File: src/rtl/adder_operand_pairer_fifo_seq.sv
// fifo_seq: synchronous single-clock FIFO with registered count and full/empty flags.
module fifo_seq #(
    parameter int DATA_WIDTH = 16,
    parameter int FIFO_DEPTH = 4
) (
    input  logic                          clk,
    input  logic                          rst,
    input  logic                          push,
    input  logic                          pop,
    input  logic [DATA_WIDTH-1:0]         din,
    output logic [DATA_WIDTH-1:0]         head,
    output logic [$clog2(FIFO_DEPTH):0]   count,
    output logic                          full,
    output logic                          empty
);
    localparam int AW = $clog2(FIFO_DEPTH);
    localparam int CW = AW + 1;
    logic [DATA_WIDTH-1:0] mem [FIFO_DEPTH];
    logic [AW-1:0] wr_ptr, rd_ptr;
    logic push_ok, pop_ok;
    assign full    = count == CW'(FIFO_DEPTH);
    assign empty   = count == '0;
    assign push_ok = push & ~full;
    assign pop_ok  = pop & ~empty;
    assign head    = mem[rd_ptr];
    always_ff @(posedge clk) begin
        if (rst) begin
            wr_ptr <= '0;
            rd_ptr <= '0;
            count  <= '0;
        end else begin
            wr_ptr <= wr_ptr + AW'(push_ok);
            rd_ptr <= rd_ptr + AW'(pop_ok);
            count  <= count + CW'(push_ok) - CW'(pop_ok);
        end
    end
    always_ff @(posedge clk) begin
        if (push_ok) mem[wr_ptr] <= din;
    end
endmodule

File: src/rtl/adder_operand_pairer.sv
// adder_operand_pairer: buffers two operand lanes and emits registered aligned pairs to the adder.
module adder_operand_pairer #(
    parameter int DATA_WIDTH = 16,
    parameter int FIFO_DEPTH = 4
) (
    input  logic                    clk,
    input  logic                    rst,
    input  logic [1:0]              i_valid,
    input  logic [2*DATA_WIDTH-1:0] i_data_bus,
    output logic [1:0]              o_ready,
    output logic [1:0]              o_valid,
    output logic [2*DATA_WIDTH-1:0] o_data_bus,
    input  logic                    i_en,
    output logic                    o_overflow
);
    localparam int CW = $clog2(FIFO_DEPTH) + 1;
    logic [1:0] push, full, empty;
    logic pop;
    logic [DATA_WIDTH-1:0] head [2];
    logic [CW-1:0] count [2];
    assign push = {2{i_en}} & i_valid & o_ready;
    assign pop  = i_en & ~|empty;
    for (genvar k = 0; k < 2; k++) begin : g_lane
        fifo_seq #(.DATA_WIDTH(DATA_WIDTH), .FIFO_DEPTH(FIFO_DEPTH)) u_fifo (
            .clk   (clk),
            .rst   (rst),
            .push  (push[k]),
            .pop   (pop),
            .din   (i_data_bus[k*DATA_WIDTH +: DATA_WIDTH]),
            .head  (head[k]),
            .count (count[k]),
            .full  (full[k]),
            .empty (empty[k])
        );
        // Ready comes from the registered count only, so a same-cycle pop never frees a slot.
        assign o_ready[k] = count[k] < CW'(FIFO_DEPTH);
    end
    always_ff @(posedge clk) begin
        if (rst) begin
            o_valid    <= '0;
            o_data_bus <= '0;
            o_overflow <= 1'b0;
        end else begin
            o_valid    <= {2{pop}};
            o_data_bus <= pop ? {head[1], head[0]} : '0;
            o_overflow <= o_overflow | (i_en & |(i_valid & full));
        end
    end
endmodule

File: config.mk
export PLATFORM = sky130hd
export DESIGN_NAME = adder_operand_pairer
export DESIGN_NICKNAME = d
export VERILOG_FILES = /design/src/rtl/adder_operand_pairer_fifo_seq.sv /design/src/rtl/adder_operand_pairer.sv
export SDC_FILE = /design/constraint.sdc
export NUM_CORES = 1
export LEC_CHECK = 0
export BUFFER_PORTS_ARGS = -buffer_cell sky130_fd_sc_hd__buf_4
export CORE_ASPECT_RATIO = 1.2
export CORE_MARGIN = 2
export CORE_UTILIZATION = 30
export CTS_CLUSTER_DIAMETER = 150
export CTS_CLUSTER_SIZE = 40
export DETAILED_ROUTE_END_ITERATION = 8
export SETUP_SLACK_MARGIN = 0.3
export SYNTH_ARGS = -nofsm -noshare
export SYNTH_HDL_FRONTEND = slang
export SYNTH_SLANG_ARGS = --single-unit
File: constraint.sdc
create_clock -name clk -period 4.57 [get_ports clk]
set_input_delay 0.457 -clock clk [delete_from_list [all_inputs] [get_ports clk]]
set_output_delay 0.457 -clock clk [all_outputs]
set_load 0.02 [all_outputs]
==> results by stage <==
Status:
- The flow ran to the end, and the final reports show no timing, DRC or antenna violations.

Power:
- In this run the power spent charging and discharging nets is ~0.94 mW.
- Of the total power, the share spent switching nets is 0.243.
- The share of total power dissipated in combinational logic is 0.140.
- The power density over cell area is 482 nW/µm².
- The overall power is 3.85 mW.
- Of the total power, the clock network draws 0.381.
- The analysis attributes to cell leakage a power of about 2.8 nW.
- Of the total power, registers draw 0.480.
- The internal cell power is between 2 and 3 mW.
- The maximum ir drop on the vdd rail is just under 0.3 mV.

Global route:
- The via count of the first global-routing pass is 3367.
- The number of antenna violations at the first check in global routing is 0.
- Entering global routing, the biggest net connects 34 pins.
- The wire length of the first global-routing pass is 18400 µm.
- The total congestion overflow is 0.
- In the global route stage, overall resource usage came out at 0.106.

Route:
- The detailed router finished its first iteration with 180 violations.
- Dividing the detail-routed via count by the number of cells gives approximately 4.3.
- The total wire length is around 11000 µm.
- The first-pass iteration count of the detailed router is 4.
- The routed layout has between 2k and 3k vias.
- The wire length per cell after detailed routing is ~16 µm.
- For this run, design rule violations remaining after detail routing come to 0.
- Once detail routing completed, the nets flagged for antenna violations numbered 0.

STA:
- Adding up every negative setup slack in the final design gives 0 ns.
- The final number of hold-violating endpoints was 0.
- At the pin with the least slew margin, the transition time is approximately 1 ns.
- Setup repair after global routing left no endpoint under its margin.
- Clock skew on the completed layout was measured at 0.00916 ns.
- Derived from the worst setup path, the maximum achievable clock frequency is 447 MHz.
- The routed design could run at a clock period as short as 2.24 ns.
- Measured against its own limit, the worst slew margin works out to 0.335.
- The final-report max-slew violation count is 0.
- The final setup violation count is 0.
- The portion of the clock cycle consumed by the worst path in the final layout is 0.490.

Floorplan:
- The die span in x is about 140 µm.
- Measured along the y axis, the die boundary spans 166 µm.
- 74 I/O pins were placed.
- The initial standard-cell utilization of the core is 0.305.
- The floorplan has between 50 and 60 rows.
- The placeable core region is about 22000 µm².
- The die covers around 23000 µm².

Final layout:
- The count of inserted antenna diode cells is 0.
- The final cell utilization of the core is 0.371.
- The signed area change from the synthesized netlist to the final layout is 21.8%.
- The number of nets in the final layout is around 450.
- The fraction of layout instances using a drive strength above 1 is 0.436.
- The final-layout fill cell count is around 2.0k.

Synth:
- After synthesis, the mean cell area works out to 20.3 µm².
- The post-synthesis sequential area ratio is 0.732.
- The synthesized design contains between 150 and 200 register bits.
- The most common flop cell mapped by yosys is edfxtp_1.
- The number of synthesis warnings is 0.
- When the netlist entered floorplanning its net count stood at ~370.
- After synthesis the cells add up to between 6000 and 7000 µm².
- The synthesized netlist cell count is ~320.
- For this run, asynchronously set or reset flops after synthesis account for 0.
- Counting flops with a built-in enable in the synthesized netlist gives around 130.
- The number of distinct library cell variants in the gate-level netlist after synthesis is 31.

Clock tree:
- The maximum level of the CTS H-tree is 4.
- The clock-pin slew reported for the worst setup and hold paths after clock tree synthesis is about 0.070 ns.
- In this run, post-CTS hold repair placed 0 buffers.
- Buffers inserted during clock tree synthesis total 17.
- The tree is rooted in a clkbuf_16.
- For the worst-skew pair, the clock arrives at the later sink with an insertion delay of roughly 0.42 ns.
- TritonCTS built the clock tree.
- Once the clock tree was built, the setup fixing pass inserted 0 buffers.
- Gates resized during post-CTS repair numbered 0.
- The number of sinks handled by clock tree synthesis is ~180.
- In this run the deepest clock path goes through 2 buffers.

Setup path:
- The type of the setup path with the least slack is reg -> reg.
- The top fanout value on the critical path is 5.
- The most repeated library cell on the critical path is inv_1.
- The required time at the worst-slack endpoint is a little under 5 ns.
- STA classifies the critical path endpoint as a register.
- The launch point of the worst reg-to-reg path is g_lane[0].u_fifo.count[2].
- The slack of the worst reg-to-reg path is roughly 2.3 ns.
- The signal arrival time at the worst endpoint is about 2.6 ns.
- For this design, the slowest cell found on the critical path is or3_1.
- The path depth of the worst reg2reg path is 11.
- The signal on the critical path passes through or3_1 > nand2_1 > inv_1 > ha_1 > inv_1 > ha_1 > inv_1 > fa_1 > xnor2_1 > xnor2_1 > nor2_1.
- The capturing point of the worst reg2reg path is g_lane[1].u_fifo.count[2].
- The worst setup path is launched from a register.
- On the worst path, the slowest cell contributes a delay of 0.39 ns.

Min path:
- The class of the tightest hold or removal check is in -> reg.
- The startpoint of the worst hold path is i_data_bus[30].
- The path with the worst hold slack has its endpoint at g_lane[1].u_fifo.mem[1][14].
- The count of cells along the worst hold path is 1.

Run:
- Max-cap violations in this run came to 0.

Place:
- The final weighted congestion of routability-driven global placement is 0.700.
- The count of buffers inserted at the top-level ports is 73.
- The HPWL after detailed placement is 7060 µm.
worst max-delay path, delay by kind of cell (launching register included):
kind	cells	cell delay (ns)
flops	1	0.35
buf+inv	3	0.17
simple gates	3	0.51
xor+xnor	2	0.33
fa+ha+maj	3	0.77
Yosys cell counts, drive strengths merged, types with 2 or more instances:
master	number	share of area
xnor2	7	0.0093
o21ai	2	0.0015
a21oi	2	0.0015
buf	11	0.020
fa	2	0.0061
clkbuf	2	0.0011
nor2	9	0.0051
nand2	5	0.0029
nor3	3	0.0023
ha	6	0.011
dfxtp	48	0.15
mux4	32	0.11
nor3b	2	0.0023
or3	4	0.0048
edfxtp	128	0.59
nor2b	39	0.070
inv	11	0.0063
and3	3	0.0029
nand3	2	0.0015
area by class of cell:
type	instances	area, µm²	share of cell area
clock buffers	18	429	0.0537
multi-input cells	123	1600	0.201
repair buffers	80	601	0.0751
well taps	274	343	0.0429
clock inverters	14	171	0.0214
flip-flops and latches	176	4800	0.601
inverters	11	41.3	0.00517
routing by layer:
metal | vias to the layer above | track usage | share of wire
met4 | 0 | 0.0413 | 0.018
met1 | 1520 | 0.122 | 0.43
met3 | 13 | 0.0320 | 0.042
met2 | 69 | 0.183 | 0.51
met5 | - | 0 | 0
li1 | 1396 | - | -
registers in the layout, summed over array words and instances (netlist names):
name,cells
g_lane.u_fifo.count,6
g_lane.u_fifo.mem,128
g_lane.u_fifo.rd_ptr,4
g_lane.u_fifo.wr_ptr,4
o_data_bus,32
o_overflow,1
o_valid,1
worst max-delay path by stage:
stage | from | end | slack, ns
final | g_lane[0].u_fifo.count[2] | g_lane[1].u_fifo.count[2] | 2.33
after CTS | g_lane[0].u_fifo.count[2] | g_lane[1].u_fifo.count[2] | 2.32
after global routing | g_lane[0].u_fifo.count[2] | g_lane[1].u_fifo.count[2] | 2.18
after floorplan | g_lane[1].u_fifo.count[2] | g_lane[1].u_fifo.mem[2][0] | 2.23
after global placement | g_lane[0].u_fifo.count[2] | g_lane[1].u_fifo.count[2] | 2.39
after detailed placement | g_lane[0].u_fifo.count[2] | g_lane[1].u_fifo.count[2] | 2.33
stage by stage:
stage | hold WS, ns | instance area (µm²) | setup WS (ns) | instances
after floorplan | 0.522 | 6570 | 2.23 | 323
after global placement | 0.438 | 7390 | 2.39 | 664
after detailed placement | 0.443 | 7390 | 2.33 | 664
after CTS | 0.214 | 7990 | 2.32 | 696
after global routing | 0.213 | 7990 | 2.18 | 696
final | 0.233 | 7990 | 2.33 | 696
cells in the final DEF (no fill, tap or decap), drive strengths merged, types with 5 or more instances in the layout:
cell type,synthesis,routed
nor2b,39,39
buf,11,80
ha,6,6
nor2,9,9
mux4,32,32
dfxtp,48,48
clkbuf,2,18
nand2,5,5
xnor2,7,7
edfxtp,128,128
inv,11,18
power by group through the flow:
stage | logic [mW] | clock network (mW) | registers [mW]
2_1_floorplan | 0.396 | 0 | 1.90
3_3_place_gp | 0.541 | 0 | 1.88
3_5_place_dp | 0.552 | 0 | 1.89
4_1_cts | 0.555 | 1.51 | 1.85
5_1_grt | 0.593 | 1.57 | 1.86
6_report | 0.538 | 1.47 | 1.85
kinds of logic (layout without fill, tap and decap cells):
family | count (synthesis) | after routing | synth area share
AOI/OAI and AO/OA | 6 | 6 | 0.00648
xor gates and xnor gates | 7 | 7 | 0.00934
adders and majority gates | 8 | 8 | 0.0175
buffers and inverters | 24 | 123 | 0.0273
DFF | 176 | 176 | 0.732
muxes | 33 | 33 | 0.112
and+or+nand+nor | 69 | 69 | 0.0955
Note: power is estimated with default switching activity, not from simulation.
